$ cat config.mk
export PLATFORM = sky130hd
export DESIGN_NAME = dram_cmd_issuer
export DESIGN_NICKNAME = d
export VERILOG_FILES = /design/src/rtl/dram_pkg.sv /design/src/rtl/dram_addr_decode.sv /design/src/rtl/dram_cmd_issuer.sv
export SDC_FILE = /design/constraint.sdc
export NUM_CORES = 1
export LEC_CHECK = 0
export CORE_ASPECT_RATIO = 0.9
export CORE_UTILIZATION = 40
export CTS_CLUSTER_DIAMETER = 60
export DETAILED_ROUTE_END_ITERATION = 10
export HOLD_SLACK_MARGIN = 0.03
export PLACE_DENSITY = 0.7
export SLEW_MARGIN = 10
export SYNTH_ARGS = -nofsm -noshare
export SYNTH_HDL_FRONTEND = slang
export SYNTH_SLANG_ARGS = --single-unit
$ cat constraint.sdc
create_clock -name clk -period 2.7 [get_ports clk]
set_clock_uncertainty 0.2 [all_clocks]
set_input_delay 0.54 -clock clk [delete_from_list [all_inputs] [get_ports clk]]
set_output_delay 0.54 -clock clk [all_outputs]
set_load 0.01 [all_outputs]
$ cat src/rtl/dram_pkg.sv
// rtl/dram_pkg.sv - shared DRAM command/op encodings, address field map and default timings
package dram_pkg;

   typedef enum logic [2:0] {
      CMD_NOP = 3'd0,
      CMD_ACT = 3'd1,
      CMD_RD  = 3'd2,
      CMD_WR  = 3'd3,
      CMD_PRE = 3'd4
   } cmd_e;

   typedef enum logic [1:0] {
      OP_RD = 2'd0,
      OP_WR = 2'd1,
      OP_IF = 2'd2
   } op_e;

   // Physical address field positions (34-bit byte address).
   localparam int ROW_LSB  = 18;
   localparam int ROW_W    = 16;
   localparam int COLH_LSB = 12;
   localparam int COLH_W   = 6;
   localparam int COLL_LSB = 2;
   localparam int COLL_W   = 4;
   localparam int BA_LSB   = 10;
   localparam int BA_W     = 2;
   localparam int BG_LSB   = 7;
   localparam int BG_W     = 3;
   localparam int COL_W    = COLH_W + COLL_W;

   // Default DRAM timings in DRAM clock cycles.
   localparam int DEF_T_RCD   = 39;
   localparam int DEF_T_RAS   = 76;
   localparam int DEF_T_RTP   = 18;
   localparam int DEF_T_CWL   = 38;
   localparam int DEF_T_BURST = 8;
   localparam int DEF_T_WR    = 30;
   localparam int DEF_T_RP    = 39;

   // Down-counter width; must hold the largest reload value.
   localparam int CNT_W = 8;

endpackage

$ cat src/rtl/dram_addr_decode.sv
// rtl/dram_addr_decode.sv - combinational physical address to row/col/bank-group/bank split
module dram_addr_decode
   import dram_pkg::*;
(
   input  logic [33:0]      addr,
   output logic [ROW_W-1:0] row,
   output logic [COL_W-1:0] col,
   output logic [BG_W-1:0]  bg,
   output logic [BA_W-1:0]  ba
);

   // Channel bit and byte-within-word bits do not select anything here.
   logic unused_addr_bits;
   assign unused_addr_bits = ^{addr[6], addr[1:0]};

   assign row = addr[ROW_LSB +: ROW_W];
   assign col = {addr[COLH_LSB +: COLH_W], addr[COLL_LSB +: COLL_W]};
   assign ba  = addr[BA_LSB +: BA_W];
   assign bg  = addr[BG_LSB +: BG_W];

endmodule

$ cat src/rtl/dram_cmd_issuer.sv
// rtl/dram_cmd_issuer.sv - closed-page ACT -> RD/WR -> PRE issuer with timestamped command strobes
module dram_cmd_issuer
   import dram_pkg::*;
#(
   parameter int ADDR_W  = 34,
   parameter int TIME_W  = 32,
   parameter int T_RCD   = DEF_T_RCD,
   parameter int T_RAS   = DEF_T_RAS,
   parameter int T_RTP   = DEF_T_RTP,
   parameter int T_CWL   = DEF_T_CWL,
   parameter int T_BURST = DEF_T_BURST,
   parameter int T_WR    = DEF_T_WR,
   parameter int T_RP    = DEF_T_RP
) (
   input  logic              clk,
   input  logic              rst_n,
   input  logic              req_valid,
   output logic              req_ready,
   input  logic [1:0]        req_op,
   input  logic [ADDR_W-1:0] req_addr,
   output logic              cmd_valid,
   output logic [2:0]        cmd_code,
   output logic [2:0]        cmd_bg,
   output logic [1:0]        cmd_ba,
   output logic [15:0]       cmd_row,
   output logic [9:0]        cmd_col,
   output logic [TIME_W-1:0] cmd_time,
   output logic              busy
);

   typedef enum logic [2:0] {
      S_IDLE, S_ACT, S_WAIT_RCD, S_RW, S_WAIT_PRE, S_PRE, S_WAIT_RP
   } state_e;

   // Reload values: a counter loaded on leaving state X reads 0 in the
   // cycle before the next command is due, so each load is "gap - 2".
   localparam logic [CNT_W-1:0] LD_RCD = CNT_W'(T_RCD - 2);
   localparam logic [CNT_W-1:0] LD_RAS = CNT_W'(T_RAS - 2);
   localparam logic [CNT_W-1:0] LD_RTP = CNT_W'(T_RTP - 2);
   localparam logic [CNT_W-1:0] LD_WRP = CNT_W'(T_CWL + T_BURST + T_WR - 2);
   localparam logic [CNT_W-1:0] LD_RP  = CNT_W'(T_RP - 2);

   state_e             state, state_nxt;
   logic [CNT_W-1:0]   cnt, cnt_nxt;
   logic [CNT_W-1:0]   ras, ras_nxt;
   logic [TIME_W-1:0]  ts;
   logic               accept;
   logic               is_wr;

   logic [15:0]        dec_row, lat_row;
   logic [9:0]         dec_col, lat_col;
   logic [2:0]         dec_bg, lat_bg;
   logic [1:0]         dec_ba, lat_ba;

   dram_addr_decode u_decode (
      .addr (req_addr),
      .row  (dec_row),
      .col  (dec_col),
      .bg   (dec_bg),
      .ba   (dec_ba)
   );

   assign req_ready = (state == S_IDLE);
   assign busy      = ~req_ready;
   assign accept    = req_valid && req_ready;

   // State register and the two timing down-counters.
   always_ff @(posedge clk or negedge rst_n) begin
      if (!rst_n) begin
         state <= S_IDLE;
         cnt   <= '0;
         ras   <= '0;
      end else begin
         state <= state_nxt;
         cnt   <= cnt_nxt;
         ras   <= ras_nxt;
      end
   end

   // Next-state logic; counters saturate at zero unless reloaded.
   always_comb begin
      state_nxt = state;
      cnt_nxt   = (cnt != '0) ? cnt - 1'b1 : cnt;
      ras_nxt   = (ras != '0) ? ras - 1'b1 : ras;
      case (state)
         S_IDLE:     if (accept) state_nxt = S_ACT;
         S_ACT: begin
            state_nxt = S_WAIT_RCD;
            cnt_nxt   = LD_RCD;
            ras_nxt   = LD_RAS;
         end
         S_WAIT_RCD: if (cnt == '0) state_nxt = S_RW;
         S_RW: begin
            state_nxt = S_WAIT_PRE;
            cnt_nxt   = is_wr ? LD_WRP : LD_RTP;
         end
         S_WAIT_PRE: if ((cnt == '0) && (ras == '0)) state_nxt = S_PRE;
         S_PRE: begin
            state_nxt = S_WAIT_RP;
            cnt_nxt   = LD_RP;
         end
         S_WAIT_RP:  if (cnt == '0) state_nxt = S_IDLE;
         default:    state_nxt = S_IDLE;
      endcase
   end

   // Capture decoded fields and direction at accept; held until the PRE.
   always_ff @(posedge clk or negedge rst_n) begin
      if (!rst_n) begin
         lat_row <= '0;
         lat_col <= '0;
         lat_bg  <= '0;
         lat_ba  <= '0;
         is_wr   <= 1'b0;
      end else if (accept) begin
         lat_row <= dec_row;
         lat_col <= dec_col;
         lat_bg  <= dec_bg;
         lat_ba  <= dec_ba;
         is_wr   <= (req_op == OP_WR);
      end
   end

   // Timestamp and registered command strobe, driven one cycle ahead from state_nxt.
   always_ff @(posedge clk or negedge rst_n) begin
      if (!rst_n) begin
         ts        <= '0;
         cmd_valid <= 1'b0;
         cmd_code  <= CMD_NOP;
         cmd_row   <= '0;
         cmd_col   <= '0;
         cmd_bg    <= '0;
         cmd_ba    <= '0;
         cmd_time  <= '0;
      end else begin
         ts        <= ts + 1'b1;
         cmd_valid <= 1'b0;
         cmd_code  <= CMD_NOP;
         case (state_nxt)
            S_ACT: begin
               cmd_valid <= 1'b1;
               cmd_code  <= CMD_ACT;
               cmd_row   <= dec_row;
               cmd_col   <= dec_col;
               cmd_bg    <= dec_bg;
               cmd_ba    <= dec_ba;
               cmd_time  <= ts + 1'b1;
            end
            S_RW, S_PRE: begin
               cmd_valid <= 1'b1;
               cmd_code  <= (state_nxt == S_PRE) ? CMD_PRE : (is_wr ? CMD_WR : CMD_RD);
               cmd_row   <= lat_row;
               cmd_col   <= lat_col;
               cmd_bg    <= lat_bg;
               cmd_ba    <= lat_ba;
               cmd_time  <= ts + 1'b1;
            end
            default: ;
         endcase
      end
   end

endmodule

Word level (Yosys, flattened, before mapping)
Index checks and enable logic that the tools add are counted.
- add/subtract/negate cells: 3
- reduce and logical (&&, ||, !) cells: 13
- equal/unequal tests: 10
- multiplexer cells: 18
- bitwise logic cells: 1
- operators by type and width (cell ; count):
    adder 32 x 1 -> 32 bit, second input constant ; 1
    case mux 16 bit (2 select lines) ; 1
    two-way mux 8 bit ; 3
    case mux 3 bit (7 select lines) ; 1
    case mux 10 bit (2 select lines) ; 1
    zero test 8 bit ; 2
    case mux 8 bit (2 select lines) ; 1
    nonzero test 8 bit ; 2
    subtractor 8 x 1 -> 8 bit, second input constant ; 2
    two-way mux 3 bit ; 5
    equality test 3 bit, second input constant ; 4
    case mux 3 bit (2 select lines) ; 2
    equality test 3 x 2 -> 1 bit, second input constant ; 3
    two-way mux 7 bit ; 1
    equality test 3 x 1 -> 1 bit, second input constant ; 2
    case mux 2 bit (2 select lines) ; 1
    nonzero test 2 bit ; 2
    OR reduction 2 bit ; 2
    zero test 3 bit ; 1
    nonzero test 3 bit ; 1
    OR reduction 3 bit ; 1
    equality test 2 x 1 -> 1 bit, second input constant ; 1
    logical AND 1 bit ; 2
    two-way mux 1 bit ; 2
    NOT 1 bit ; 1
- input bits: 39
- register bits: 150

Logic depth before layout (Yosys ltp)
- word-level depth: 7
- depth in mapped cells: 8

Modules after synthesis
Synthesis repeated with hierarchy kept, for this count alone.
- cell total of the unflattened synthesis: 655
- area total of the unflattened synthesis: 7020.5 µm²
- by module, submodules not included (module ; area an instance (µm²) ; times used ; cells an instance ; seq. area each (µm²)):
    dram_cmd_issuer ; 6787.8 ; 1 ; 624 ; 3753.6
    dram_addr_decode ; 232.7 ; 1 ; 31 ; 0.0

Least setup slack after synthesis
Ideal clock, no wire load.
- path kind: reg2reg
- start: register ras[3]
- end: register cmd_time[10]
- data arrival time: 2.120 ns
- stages on the path, launching flop included: 7
- required time: 2.372 ns
- setup time: 0.128 ns
- setup slack: 0.253 ns
- cell sequence: dfrtp_1 -> or4_4 -> o41ai_4 -> a21oi_2 -> inv_2 -> buf_4 -> mux2_1
- longest elaborated chain between the ends: 6
- elaborated cells on any way between the ends: 8
- ends and longest elaborated chain (item ; RTL line ; RTL):
    start: declaration ; dram_cmd_issuer.sv:45 ; logic [CNT_W-1:0] ras, ras_nxt;
    start signal: assignment ; dram_cmd_issuer.sv:76 ; ras <= ras_nxt;
    zero test 8 bit (*) ; dram_cmd_issuer.sv:97 ; S_WAIT_PRE: if ((cnt == '0) && (ras == '0)) state_nxt = S_PRE;
    logical AND 1 bit (*) ; dram_cmd_issuer.sv:97 ;
    two-way mux 3 bit (*) ; dram_cmd_issuer.sv:97 ;
    case mux 3 bit (7 select lines) (*) ; dram_cmd_issuer.sv:85 ; case (state)
    equality test 3 bit, or another cell as far along ; dram_cmd_issuer.sv:139 ; case (state_nxt)
    OR reduction 3 bit (no source line) (*) ; - ;
    end signal: assignment ; dram_cmd_issuer.sv:147 ; cmd_time <= ts + 1'b1;
    end signal: assignment ; dram_cmd_issuer.sv:156 ; cmd_time <= ts + 1'b1;
    end: declaration ; dram_cmd_issuer.sv:27 ; output logic [TIME_W-1:0] cmd_time,
Every way passes the cells marked *; elsewhere a longest branch is shown, timed or not.
A chain may end at the register's enable or synchronous reset.

Final worst setup path
- start: register state[1]
- end: output req_ready
- longest elaborated chain between the ends: 1
- ends and longest elaborated chain (item ; RTL line ; RTL):
    start: declaration ; dram_cmd_issuer.sv:43 ; state_e state, state_nxt;
    start signal: assignment ; dram_cmd_issuer.sv:74 ; state <= state_nxt;
    zero test 3 bit ; dram_cmd_issuer.sv:63 ; assign req_ready = (state == S_IDLE);
    end: declaration ; dram_cmd_issuer.sv:18 ; output logic req_ready,
No other way between the ends.

==> impl_metrics.env <==
export IMPL_drt_wirelength_per_cell_um=17.0
export IMPL_synth_warnings=0
export IMPL_synth_top_area_share_pct=55.0
export IMPL_crit_start="state[1]$_DFF_PN0_"
export IMPL_power_mw=9.42
export IMPL_gp_congestion=0.837
export IMPL_r2r_setup_slack_ns=0.17
export IMPL_syn_nets=718
export IMPL_grt_pass1_vias=5643
export IMPL_crit_path_start_kind="flop"
export IMPL_hp_class="reg2reg"
export IMPL_endpoint="req_ready"
export IMPL_overflow=0
export IMPL_highest_layer="met4"
export IMPL_fp_dieH_um=126
export IMPL_drtIter0Drc=442
export IMPL_grt_max_degree=64
export IMPL_clk_pin_slew_ns=0.06
export IMPL_cts_max_path_buffers=2
export IMPL_worstHoldPathCells=2
export IMPL_p_per_area_nw_per_um2=1060
export IMPL_routed_wl_um=17000
export IMPL_die_area_um2=17600
export IMPL_io_buffer_count=104
export IMPL_synth_main_ff_cell="dfrtp_1"
export IMPL_ant_nets=0
export IMPL_synthToLayoutAreaGrowth_pct=29.8
export IMPL_grt_first_pass_wirelength_um=28000
export IMPL_synth_area_leaders="dfrtp_1, nand2_1, mux2i_1"
export IMPL_antenna_found_initial=0
export IMPL_reg2reg_depth=8
export IMPL_r2r_end="cmd_time[13]$_DFFE_PN0P_"
export IMPL_ys_ff_latch=150
export IMPL_wl_met3_um=974
export IMPL_netlist_area_um2=6830
export IMPL_die_width_um=140
export IMPL_arrival_ns=1.84
export IMPL_synthCells=674
export IMPL_ys_types=56
export IMPL_ir_drop_v=0.000535
export IMPL_synth_edff_count=0
export IMPL_htree_levels=4
export IMPL_num_rows=44
export IMPL_diodes=0
export IMPL_relSlewSlack_pct=52.8
export IMPL_holdWs_ns=0.275
export IMPL_outcome="finished, final reports clean"
export IMPL_start_util_pct=41.6
export IMPL_setup_viol=0
export IMPL_yosysSeqAreaShare_pct=55.0
export IMPL_worstSetupPathType="reg2out"
export IMPL_num_vias=5613
export IMPL_cp_max_fo=10
export IMPL_grt_setup_unrepaired="no"
export IMPL_slew_violations=0
export IMPL_cap_violations=0
export IMPL_timing_rr_start="cnt[0]$_DFFE_PN0P_"
export IMPL_cts_buffers=17
export IMPL_async_reset_ff_share_pct=100
export IMPL_grtUsageTotal_pct=20.0
export IMPL_cts_tree="built"
export IMPL_hold_viol=0
export IMPL_io_pins=108
export IMPL_syn_mean_instance_area_um2=10.1
export IMPL_finalWorstSetupSlack_ns=0.125
export IMPL_vias_per_cell=5.60
export IMPL_dp_slack_ns=0.0632
export IMPL_dp_cells=966
export IMPL_yosysTopAreaCell="dfrtp_1"
export IMPL_fin_crit_sh_pct=95.4
export IMPL_fmax_ghz=0.388
export IMPL_hpwl_um=11200
export IMPL_first_pass_iters=5
export IMPL_wl_met2_um=8300
export IMPL_required_ns=1.96
export IMPL_clock_sinks=150
export IMPL_root_buffer="clkbuf_16"
export IMPL_period_minus_slack_ns=2.58
export IMPL_p_leak_nw=3.99
export IMPL_final_cells=1003
export IMPL_tightestPinTransition_ns=0.702
export IMPL_clock_latency_ns=0.42
export IMPL_drc_errors=0
export IMPL_nNetsFinal=827
export IMPL_drive_gt1_share_pct=9.17
export IMPL_wl_met1_um=7530
export IMPL_core_area_um2=16400
export IMPL_end_kind="output pin"
export IMPL_setup_tns_ns=0
placed cells by master (no fill, tap or decap), types with 3 or more instances in the layout:
cell             synthesis  final
and4_1                   7      7
mux2_2                   3      3
nor3_1                   9      9
a21oi_1                  8      8
clkbuf_16                0     19
nor2b_1                  3      3
a21boi_0                 3      3
nor3b_1                  3      3
nor4_1                   8      8
or3_1                    6      6
o21ai_0                 41     41
mux2_1                  12     12
nand2_1                133    132
and2_1                   4      4
inv_6                    0      5
clkinvlp_4               0      3
nand4_1                 17     17
clkdlybuf4s50_1          0    103
inv_1                   15     15
xnor2_1                 12     12
or4_1                    9      9
mux2i_1                 34     34
buf_12                   0      7
clkinv_2                 0      3
nand3_1                 49     49
ha_1                     5      5
dfrtp_1                150    150
nand2b_1                 4      4
xor2_1                   6      6
a211oi_1                18     18
buf_4                    2     15
a31oi_1                 18     18
o31ai_1                 10     10
nor2_1                  19     19
through the flow:
step,utilization [%],cell area (um^2)
after global placement,50.0,8210
after CTS,53.6,8790
after detailed placement,50.0,8210
after floorplan,-,6830
after global routing,54.0,8860
final,54.0,8860
worst max-delay path, cell delays in order (launching register included):
cell and delay, ns:
dfrtp_1 0.49, nor3_1 0.23, buf_4 0.17, clkdlybuf4s50_1 0.53
cell families after synthesis:
| logic type | count (synthesis) | share of synthesized area, % |
|---|---|---|
| and+or+nand+nor | 283 | 20.2 |
| DFF | 150 | 55.0 |
| AOI/OAI and AO/OA | 114 | 10.9 |
| muxes | 49 | 7.46 |
| adders and majority gates | 5 | 0.916 |
| xor gates and xnor gates | 18 | 2.31 |
| buffers and inverters | 55 | 3.33 |
cell usage after synthesis, drive strengths merged, types with 12 or more instances:
| cell type | count |
|---|---|
| dfrtp | 150 |
| clkbuf | 26 |
| a31oi | 18 |
| inv | 16 |
| nand4 | 17 |
| nand3 | 49 |
| a211oi | 18 |
| nor2 | 19 |
| buf | 13 |
| xnor2 | 12 |
| nand2 | 133 |
| mux2i | 34 |
| o21ai | 41 |
| mux2 | 15 |
what timing repair did:
| item | CTS | global route |
|---|---|---|
| setup endpoints to repair | 0 | 39 |
| endpoints found under the hold margin | 53 | 0 |
| setup buffers | 0 | 2 |
| resized for setup | 0 | 2 |
| hold buffers | 1 | 0 |
cell type report:
class / instances / area, um^2
inverter: 16 / 60.1
fill: 1395 / 7540
timing repair buffer: 129 / 1360
multi-input combinational: 469 / 2870
tap: 207 / 259
clock buffer: 17 / 425
sequential: 150 / 3750
clock inverter: 15 / 143
where the power goes:
group	switching [mW]	internal, mW
logic	1.75	1.76
registers	0.570	3.05
clock network	1.00	1.29
total	3.33	6.10
worst min-delay path by stage:
stage	startpoint	end
finish	lat_bg[0]$_DFFE_PN0P_	lat_bg[0]$_DFFE_PN0P_
global route	lat_col[6]$_DFFE_PN0P_	lat_col[6]$_DFFE_PN0P_
CTS	lat_bg[0]$_DFFE_PN0P_	lat_bg[0]$_DFFE_PN0P_
detailed placement	lat_row[12]$_DFFE_PN0P_	lat_row[12]$_DFFE_PN0P_
global placement	lat_row[4]$_DFFE_PN0P_	lat_row[4]$_DFFE_PN0P_
floorplan	rst_n	cmd_ba[0]$_DFFE_PN0P_
metal layers:
metal / GRT usage, % / vias up
met2: 32.6 / 189
met1: 26.2 / 2777
met4: 7.05 / 0
met3: 4.37 / 18
met5: 0 / -
li1: - / 2629
sequential cells by signal (all words and copies together), names as in the netlist, 3 cells and up:
name,flops
lat_row,16
lat_col,10
cmd_col,10
cmd_bg,3
cmd_time,32
lat_bg,3
ras,8
cmd_code,3
ts,32
state,3
cmd_row,16
cnt,8
Power figures use the tool's default switching activity.
